`src/rtl/flt_pkg.sv`:
```
// Shared definitions for the fault interrupt controller: scheduler states,
// id width and the debounce-length calculation.
package flt_pkg;

  typedef enum logic [1:0] {
    ST_IDLE = 2'd0,
    ST_REQ  = 2'd1,
    ST_GAP  = 2'd2
  } sched_st_e;

  localparam int ID_W = 4;

  // Debounce window in clk cycles, floor(t_ns * freq / 1e9).
  function automatic int deb_cyc(input logic [63:0] freq, input logic [63:0] t_ns);
    logic [63:0] cyc;
    cyc = (t_ns * freq) / 64'd1_000_000_000;
    return int'(cyc);
  endfunction

endpackage

```
`src/rtl/flt_irq_ctrl_if.sv`:
```
// Host-side bundle of the fault interrupt controller: fault pins, host
// controls and the status/interrupt outputs.
interface flt_irq_ctrl_if #(
  parameter int N_CH = 8
);
  import flt_pkg::*;

  logic [N_CH-1:0] flt_in;
  logic [N_CH-1:0] flt_mask;
  logic [N_CH-1:0] flt_clr;
  logic            irq_ack;
  logic            irq;
  logic [ID_W-1:0] irq_id;
  logic [N_CH-1:0] flt_sts;
  logic [N_CH-1:0] flt_ovf;
  logic [N_CH-1:0] flt_lvl;
  logic            lockout;

  modport master (
    output flt_in, flt_mask, flt_clr, irq_ack,
    input  irq, irq_id, flt_sts, flt_ovf, flt_lvl, lockout
  );

  modport slave (
    input  flt_in, flt_mask, flt_clr, irq_ack,
    output irq, irq_id, flt_sts, flt_ovf, flt_lvl, lockout
  );

endinterface

```
`src/rtl/flt_deb.sv`:
```
// Two-flop synchroniser followed by a debounce filter: the level changes
// only after the synchronised input has held a new value for DEB_CYC+2 samples.
module flt_deb #(
  parameter int   DEB_CYC = 5,
  parameter logic RST_V   = 1'b0
) (
  input  logic clk,
  input  logic rst_n,
  input  logic i_in,
  output logic o_lvl
);

  localparam int CW = (DEB_CYC < 2) ? 1 : $clog2(DEB_CYC + 1);

  logic          r_s1;
  logic          r_s2;
  logic          r_s2_d;
  logic          r_lvl;
  logic [CW-1:0] r_cnt;

  // A transition of the synchronised input restarts the count, so any
  // glitch shorter than the window never reaches the filtered level.
  always_ff @(posedge clk or negedge rst_n) begin
    if (!rst_n) begin
      r_s1   <= RST_V;
      r_s2   <= RST_V;
      r_s2_d <= RST_V;
      r_lvl  <= RST_V;
      r_cnt  <= {CW{1'b0}};
    end else begin
      r_s1   <= i_in;
      r_s2   <= r_s1;
      r_s2_d <= r_s2;
      if ((r_s2 != r_s2_d) || (r_s2 == r_lvl)) begin
        r_cnt <= {CW{1'b0}};
      end else if (r_cnt == CW'(DEB_CYC)) begin
        r_lvl <= r_s2;
        r_cnt <= {CW{1'b0}};
      end else begin
        r_cnt <= r_cnt + CW'(1'b1);
      end
    end
  end

  assign o_lvl = r_lvl;

endmodule

```
`src/rtl/flt_irq_ctrl.sv`:
```
// Fault interrupt controller: debounces fault pins, keeps sticky status and
// overflow flags, and reports pending channels one at a time by fixed priority.
module flt_irq_ctrl
  import flt_pkg::*;
#(
  parameter int          N_CH = 8,
  parameter logic [63:0] FREQ = 64'd100_000_000,
  parameter logic [63:0] T_NS = 64'd50
) (
  input  logic          clk,
  input  logic          rst_n,
  flt_irq_ctrl_if.slave bus
);

  localparam int DEB_CYC = deb_cyc(FREQ, T_NS);

  sched_st_e       r_state;
  sched_st_e       w_next;
  logic            r_irq;
  logic [ID_W-1:0] r_irq_id;
  logic [N_CH-1:0] r_lvl_d;
  logic [N_CH-1:0] r_sts;
  logic [N_CH-1:0] r_pend;
  logic [N_CH-1:0] r_ovf;

  logic [N_CH-1:0] w_lvl;
  logic [N_CH-1:0] w_evt;
  logic [N_CH-1:0] w_elig;
  logic [N_CH-1:0] w_ack_vec;
  logic [N_CH-1:0] w_clr_ok;
  logic [N_CH-1:0] w_sts_nx;
  logic [N_CH-1:0] w_pend_nx;
  logic [N_CH-1:0] w_ovf_nx;
  logic [ID_W-1:0] w_enc;
  logic            w_any;

  for (genvar g = 0; g < N_CH; g++) begin : g_ch
    flt_deb #(
      .DEB_CYC (DEB_CYC),
      .RST_V   (1'b0)
    ) u_deb (
      .clk   (clk),
      .rst_n (rst_n),
      .i_in  (bus.flt_in[g]),
      .o_lvl (w_lvl[g])
    );
  end

  assign w_evt     = w_lvl & ~r_lvl_d;
  assign w_elig    = r_pend & ~bus.flt_mask;
  assign w_any     = |w_elig;
  assign w_ack_vec = ((r_state == ST_REQ) && bus.irq_ack) ? (N_CH'(1'b1) << r_irq_id)
                                                          : {N_CH{1'b0}};
  // Clears are honoured only once the fault has gone away; a new event wins.
  assign w_clr_ok  = bus.flt_clr & ~w_lvl;
  assign w_sts_nx  = w_evt | (r_sts & ~w_clr_ok);
  assign w_pend_nx = w_evt | (r_pend & ~w_ack_vec);
  assign w_ovf_nx  = (w_evt & r_pend & ~w_ack_vec) | (r_ovf & ~w_clr_ok);

  // Lowest eligible index wins; scanning downwards lets it overwrite last.
  always_comb begin
    w_enc = {ID_W{1'b0}};
    for (int i = N_CH - 1; i >= 0; i--) begin
      w_enc = w_elig[i] ? ID_W'(i) : w_enc;
    end
  end

  // Scheduler next state.
  always_comb begin
    w_next = r_state;
    case (r_state)
      ST_IDLE: begin
        if (w_any) w_next = ST_REQ;
        else       w_next = ST_IDLE;
      end
      ST_REQ: begin
        if (bus.irq_ack) w_next = ST_GAP;
        else             w_next = ST_REQ;
      end
      ST_GAP:  w_next = ST_IDLE;
      default: w_next = ST_IDLE;
    endcase
  end

  // State, sticky flags and registered interrupt outputs.
  always_ff @(posedge clk or negedge rst_n) begin
    if (!rst_n) begin
      r_state  <= ST_IDLE;
      r_irq    <= 1'b0;
      r_irq_id <= {ID_W{1'b0}};
      r_lvl_d  <= {N_CH{1'b0}};
      r_sts    <= {N_CH{1'b0}};
      r_pend   <= {N_CH{1'b0}};
      r_ovf    <= {N_CH{1'b0}};
    end else begin
      r_state <= w_next;
      r_irq   <= (w_next == ST_REQ);
      if ((r_state == ST_IDLE) && w_any) begin
        r_irq_id <= w_enc;
      end else begin
        r_irq_id <= r_irq_id;
      end
      r_lvl_d <= w_lvl;
      r_sts   <= w_sts_nx;
      r_pend  <= w_pend_nx;
      r_ovf   <= w_ovf_nx;
    end
  end

  assign bus.irq     = r_irq;
  assign bus.irq_id  = r_irq_id;
  assign bus.flt_sts = r_sts;
  assign bus.flt_ovf = r_ovf;
  assign bus.flt_lvl = w_lvl;
  assign bus.lockout = |r_sts;

endmodule

```
`src/flat_wrapper.sv`:
```
// flat-port wrapper written by rule: the top's interface ports become plain ports
module flt_irq_ctrl_flat import flt_pkg::*;
#(
  parameter int          N_CH = 8,
  parameter logic [63:0] FREQ = 64'd100_000_000,
  parameter logic [63:0] T_NS = 64'd50
)
  (clk, rst_n, bus_flt_in, bus_flt_mask, bus_flt_clr, bus_irq_ack, bus_irq, bus_irq_id, bus_flt_sts, bus_flt_ovf, bus_flt_lvl, bus_lockout);
  flt_irq_ctrl_if #(.N_CH(N_CH)) bus_i ();
  input  logic clk;
  input  logic rst_n;
  input wire logic [$bits(bus_i.flt_in)-1:0] bus_flt_in;
  input wire logic [$bits(bus_i.flt_mask)-1:0] bus_flt_mask;
  input wire logic [$bits(bus_i.flt_clr)-1:0] bus_flt_clr;
  input wire logic [$bits(bus_i.irq_ack)-1:0] bus_irq_ack;
  output wire logic [$bits(bus_i.irq)-1:0] bus_irq;
  output wire logic [$bits(bus_i.irq_id)-1:0] bus_irq_id;
  output wire logic [$bits(bus_i.flt_sts)-1:0] bus_flt_sts;
  output wire logic [$bits(bus_i.flt_ovf)-1:0] bus_flt_ovf;
  output wire logic [$bits(bus_i.flt_lvl)-1:0] bus_flt_lvl;
  output wire logic [$bits(bus_i.lockout)-1:0] bus_lockout;
  assign bus_i.flt_in = bus_flt_in;
  assign bus_i.flt_mask = bus_flt_mask;
  assign bus_i.flt_clr = bus_flt_clr;
  assign bus_i.irq_ack = bus_irq_ack;
  assign bus_irq = bus_i.irq;
  assign bus_irq_id = bus_i.irq_id;
  assign bus_flt_sts = bus_i.flt_sts;
  assign bus_flt_ovf = bus_i.flt_ovf;
  assign bus_flt_lvl = bus_i.flt_lvl;
  assign bus_lockout = bus_i.lockout;
  flt_irq_ctrl #(.N_CH(N_CH), .FREQ(FREQ), .T_NS(T_NS)) u_core (.clk(clk), .rst_n(rst_n), .bus(bus_i));
endmodule
```
`config.mk`:
```
export PLATFORM = sky130hd
export DESIGN_NAME = flt_irq_ctrl_flat
export DESIGN_NICKNAME = d
export VERILOG_FILES = /design/src/rtl/flt_pkg.sv /design/src/rtl/flt_irq_ctrl_if.sv /design/src/rtl/flt_deb.sv /design/src/rtl/flt_irq_ctrl.sv /design/src/flat_wrapper.sv
export SDC_FILE = /design/constraint.sdc
export NUM_CORES = 1
export LEC_CHECK = 0
export BUFFER_PORTS_ARGS = -buffer_cell sky130_fd_sc_hd__buf_2
export CAP_MARGIN = 20
export CORE_ASPECT_RATIO = 0.6
export CORE_UTILIZATION = 50
export CTS_BUF_LIST = sky130_fd_sc_hd__clkbuf_4
export DETAILED_ROUTE_END_ITERATION = 16
export PLACE_DENSITY = 0.77
export RECOVER_POWER = 50
export SETUP_SLACK_MARGIN = 0.1
export SLEW_MARGIN = 20
export SYNTH_ARGS = -nofsm -noshare
export SYNTH_HDL_FRONTEND = slang
export SYNTH_HIERARCHICAL = 1
export SYNTH_SLANG_ARGS = --single-unit
```
`constraint.sdc`:
```
create_clock -name clk -period 1.42 [get_ports clk]
set_clock_uncertainty 0.1 [all_clocks]
set_input_delay 0 -clock clk [delete_from_list [all_inputs] [get_ports clk]]
set_output_delay 0 -clock clk [all_outputs]
set_load 0.01 [all_outputs]
```
Word level (Yosys, flattened, before mapping)
Cells that the tools add are included.

Word-level logic and storage cells: 155. Output and inout port bits: 30. Bits of input ports: 27. Register bits: 95.

Reductions and logical operators: 21. Muxes and demuxes: 28. Shift operators: 1. Add/subtract/negate cells: 8. Eq/ne operators: 26. Bitwise gates (word level): 24.

Operator list (number): 8-bit AND (8); 3-bit two-way mux (17); 8-bit inverter (5); 4-bit two-way mux (7); 3-bit by 1-bit adder with 3-bit output, second input constant (8); 3-bit == test, second input constant (8); 8-bit bitwise OR (3); 2-bit AND reduction (8); 8-bit OR reduction (2); 1-bit == test (8); 1-bit logical OR (8); 8-bit two-way mux (1); 1-bit inequality test (8); 1-bit inverter (8); 1-bit by 4-bit << shifter with 8-bit output, first input constant (1); 2-bit by 1-bit == test with 1-bit output, second input constant (2); 2-bit one-hot mux with 2 select lines (1); 1-bit logical AND (2); 2-bit logical NOT (1); 2-bit two-way mux (1); 1-bit two-way mux (1).

Depth between registers and ports, before layout
Depth after elaboration: 10. Gate-level depth with buffers: 4. Gate-level depth less buffers: 4.

By module
Netlist, hierarchy kept.

Modules (own cells, without submodules): flt_deb (u_core.g_ch[1].u_deb ...) (cells each 22, instances 7, area each 262.8 um^2, sequential area each 175.2 um^2); flt_irq_ctrl (cells each 161, instances 1, area each 1622.8 um^2, sequential area each 950.9 um^2); flt_deb (u_core.g_ch[0].u_deb) (cells each 21, instances 1, area each 260.2 um^2, sequential area each 175.2 um^2).

Worst setup path after synthesis
No wires, ideal clock.

Path type: reg2reg. Start: register u_core.r_pend[2]. End: register u_core.r_irq, in the netlist u_core/bus.irq. Stages on the path, launching flop included: 5. Arrival time: 1037 ps. Clock period less this slack: 1266 ps. Required time: 1191 ps. Setup time: 129 ps. Slack: 154 ps. Path buffers: 0. Cells stage by stage: dfrtp_1 nand2b_4 o2111ai_4 o41ai_2 nor2_1.

Word-level cells in the longest chain between the ends: 5.

Ends and longest elaborated chain: start: declaration (line flt_irq_ctrl.sv:23) `logic [N_CH-1:0] r_pend;`; start signal: assignment (line flt_irq_ctrl.sv:93) `r_pend <= {N_CH{1'b0}};`; start signal: assignment (line flt_irq_ctrl.sv:105) `r_pend <= w_pend_nx;`; 8-bit AND (line flt_irq_ctrl.sv:50) `assign w_elig = r_pend & ~bus.flt_mask;`; 8-bit OR reduction (line flt_irq_ctrl.sv:51) `assign w_any = |w_elig;`; 1-bit two-way mux (line flt_irq_ctrl.sv:73) `if (w_any) w_next = ST_REQ;`; 2-bit one-hot mux with 2 select lines (line flt_irq_ctrl.sv:71) `case (r_state)`; 2-bit by 1-bit == test with 1-bit output (line flt_irq_ctrl.sv:97) `r_irq <= (w_next == ST_REQ);`; end signal: assignment (line flt_irq_ctrl.sv:97); end: declaration (line flt_irq_ctrl.sv:19) `logic r_irq;`.

No other way between the ends. A chain may end at the register's enable or synchronous reset.

Worst setup path after layout
Start: register u_core.r_sts[5], in the netlist u_core/bus.flt_sts[5]. End: output port bus_lockout.

Word-level cells in the longest chain between the ends: 1.

Ends and longest elaborated chain: start: declaration (line flt_irq_ctrl.sv:22) `logic [N_CH-1:0] r_sts;`; start signal: assignment (line flt_irq_ctrl.sv:92) `r_sts <= {N_CH{1'b0}};`; start signal: assignment (line flt_irq_ctrl.sv:104) `r_sts <= w_sts_nx;`; 8-bit OR reduction (line flt_irq_ctrl.sv:115) `assign bus.lockout = |r_sts;`; end: declaration (line flat_wrapper.sv:21) `output wire logic [$bits(bus_i.lockout)-1:0] bus_lockout;`.

No other way between the ends.

==> results.sh <==
export IMPL_status="finished with violations"
export IMPL_violations="setup timing"
export IMPL_ant_nets=0
export IMPL_total_power_uw=6540
export IMPL_required_ns=1.32
export IMPL_fmaxAchievable_mhz=682
export IMPL_cp_end_kind="output pin"
export IMPL_maxSlewViolCount=0
export IMPL_tightest_slew_ns=0.821
export IMPL_htree_levels=3
export IMPL_timing_hold_ws_ns=0.0952
export IMPL_die_area_sq_um=7810
export IMPL_hold_path_class="in2reg"
export IMPL_synth_common_cells="dfrtp_1 (94), nand2_1 (48), a21oi_1 (25), inv_1 (25), nor2_1 (22)"
export IMPL_top_register="u_core/g_ch.u_deb/r_cnt"
export IMPL_rows=23
export IMPL_fin_crit_sh_pct=103
export IMPL_netlist_area_sq_um=3720
export IMPL_cts_buffer_depth=2
export IMPL_crit_arrival_ns=1.37
export IMPL_ys_seq_elements=94
export IMPL_ios=57
export IMPL_synth_distinct_cells=38
export IMPL_dr_first_iter_drc_count=116
export IMPL_drc=0
export IMPL_setup_ws_ns=-0.0464
export IMPL_dpl_instance_area_sq_um=4170
export IMPL_met1Wirelength_microns=3530
export IMPL_rrSetupSlack_ns=0.08
export IMPL_die_h_microns=68.8
export IMPL_ys_warn_count=6
export IMPL_largest_reg_flops=24
export IMPL_syn_mean_instance_area_sq_um=11.1
export IMPL_pwr_density_cell_nw_per_um2=1420
export IMPL_peakVddDrop_v=0.000640
export IMPL_rsz0062_at_grt="true"
export IMPL_yosysSeqAreaShare_pct=63.2
export IMPL_final_cell_area_sq_um=4620
export IMPL_nets=468
export IMPL_core_area_sq_um=6940
export IMPL_grt_pass1_vias=2617
export IMPL_met3_length_microns=452
export IMPL_grt_pass1_wl_microns=11600
export IMPL_crit_fanout=2
export IMPL_vias=2796
export IMPL_drv_cap=0
export IMPL_worstSetupPathType="reg2out"
export IMPL_critPathLaunchType="flip-flop"
export IMPL_dp_hpwl_microns=4940
export IMPL_routed_wl_microns=7270
export IMPL_fin_crit_ns=1.47
export IMPL_synthesis_nets=363
export IMPL_antenna_found_initial=0
export IMPL_clock_root_buffer="clkbuf_4"
export IMPL_slew_headroom_pct=45.3
export IMPL_hold_violations=0
export IMPL_postSynthCellCount=336
export IMPL_port_buffers=55
export IMPL_top_layer_used="met4"
export IMPL_netlist_top_cell_by_area="dfrtp_1"
export IMPL_cts_sinks=94
export IMPL_numCtsBuffers=9
export IMPL_ys_async_sr_fraction_pct=100
export IMPL_drt_wirelength_per_cell_microns=13.3
export IMPL_clk_pin_slew_ns=0.12
export IMPL_gp_congestion=0.880
export IMPL_grtUsageTotal_pct=20.4
export IMPL_vias_per_cell=5.13
export IMPL_synth_edf_count=0
export IMPL_drive_above_1_share_pct=24.7
export IMPL_fp_dieW_microns=113
export IMPL_p_leak_uw=0.00209
export IMPL_syn_to_final_growth_pct=24.1
export IMPL_synth_top_area_share_pct=63.2
export IMPL_initial_core_util_pct=53.7
export IMPL_synthTopCellsByArea="dfrtp_1 (63%), nand2_1 (4.8%), a21oi_1 (3.4%), nand2b_1 (3.0%), nand3b_1 (3.0%)"
export IMPL_yosysMostFrequentCell="dfrtp_1"
export IMPL_final_util_pct=66.6
export IMPL_finalSetupViolations=1
export IMPL_dr_pass1_iters=4
export IMPL_clkLatencyLatePin_ns=0.44
export IMPL_cts_tree="done"
export IMPL_grt_max_degree=35
export IMPL_tns_ns=-0.0464
export IMPL_met2_wirelength_microns=3180
export IMPL_overflow=0
export IMPL_antennaDiodeCount=0
export IMPL_synth_main_ff_cell="dfrtp_1"
-- layout make-up --
| cell class | instances | area, sq um |
|---|---|---|
| sequential | 94 | 2360 |
| fill | 553 | 2320 |
| multi-input combinational | 216 | 1310 |
| timing repair buffer | 95 | 627 |
| tap | 100 | 125 |
| inverter | 25 | 93.8 |
| clock buffer | 12 | 90.1 |
| clock inverter | 3 | 12.5 |
-- per-layer routing --
layer	GRT usage, %	vias to the layer above
li1	-	1361
met1	26.6	1352
met2	31.3	73
met3	7.17	10
met5	0	-
met4	9.21	0
-- logic make-up after synthesis --
group | after synthesis | share of synthesized area (%)
mux | 2 | 0.571
flops | 94 | 63.2
compound gates | 83 | 14.8
other cells | 1 | 0.101
simple gates | 130 | 18.7
buf+inv | 26 | 2.72
-- where the power goes --
group	switching (uW)	internal [uW]
Sequential	392	3150
Combinational	1020	808
Clock	777	398
-- worst paths after layout --
path | cells past startpoint | start | end
setup / recovery | 3 | u_core/bus.flt_sts[5]$_DFF_PN0_ | bus_lockout
hold / removal | 2 | bus_flt_in[1] | u_core/g_ch[1].u_deb/r_s1$_DFF_PN0_
setup reg to reg | 4 | u_core/r_pend[5]$_DFF_PN0_ | u_core/r_state[0]$_DFF_PN0_
hold reg to reg | 0 | u_core/g_ch[4].u_deb/r_s1$_DFF_PN0_ | u_core/g_ch[4].u_deb/r_s2$_DFF_PN0_
max in group asynchronous | 4 | rst_n | u_core/bus.flt_sts[5]$_DFF_PN0_
min in group asynchronous | 3 | rst_n | u_core/g_ch[7].u_deb/r_s2$_DFF_PN0_
-- worst max-delay path, stage by stage (launching register included) --
cell	delay, ns
dfrtp_2	0.46
nor4_2	0.25
nand2_1	0.08
buf_2	0.15
-- cell usage in the layout (no fill, tap or decap), types with 6 or more instances in the layout --
cell type       n
a21oi_1        25
a21oi_2         7
buf_2          52
buf_4           6
clkbuf_1        7
clkbuf_4       13
dfrtp_1        91
dlygate4sd3_1  27
inv_1          25
nand2_1        48
nand2b_1       17
nand3b_1       15
nor2_1         21
nor3b_1         7
o211ai_1        9
o21ai_0        18
o21ai_1         9
o22a_2          7
-- timing repair --
action,4_1_cts,5_1_grt
pin swaps,3,3
hold buffers,28,0
setup endpoints to repair,3,41
gates cloned,0,0
endpoints found under the hold margin,124,0
buffers inserted,5,3
gates resized for setup,6,13
-- through the flow --
stage / setup slack [ns] / std cells
6_report: -0.0464 / 545
4_1_cts: -0.0820 / 542
2_1_floorplan: 0.154 / 336
3_3_place_gp: 0.0920 / 494
5_1_grt: -0.137 / 545
3_5_place_dp: 0.0566 / 494
Note: power is estimated with default switching activity, not from simulation.
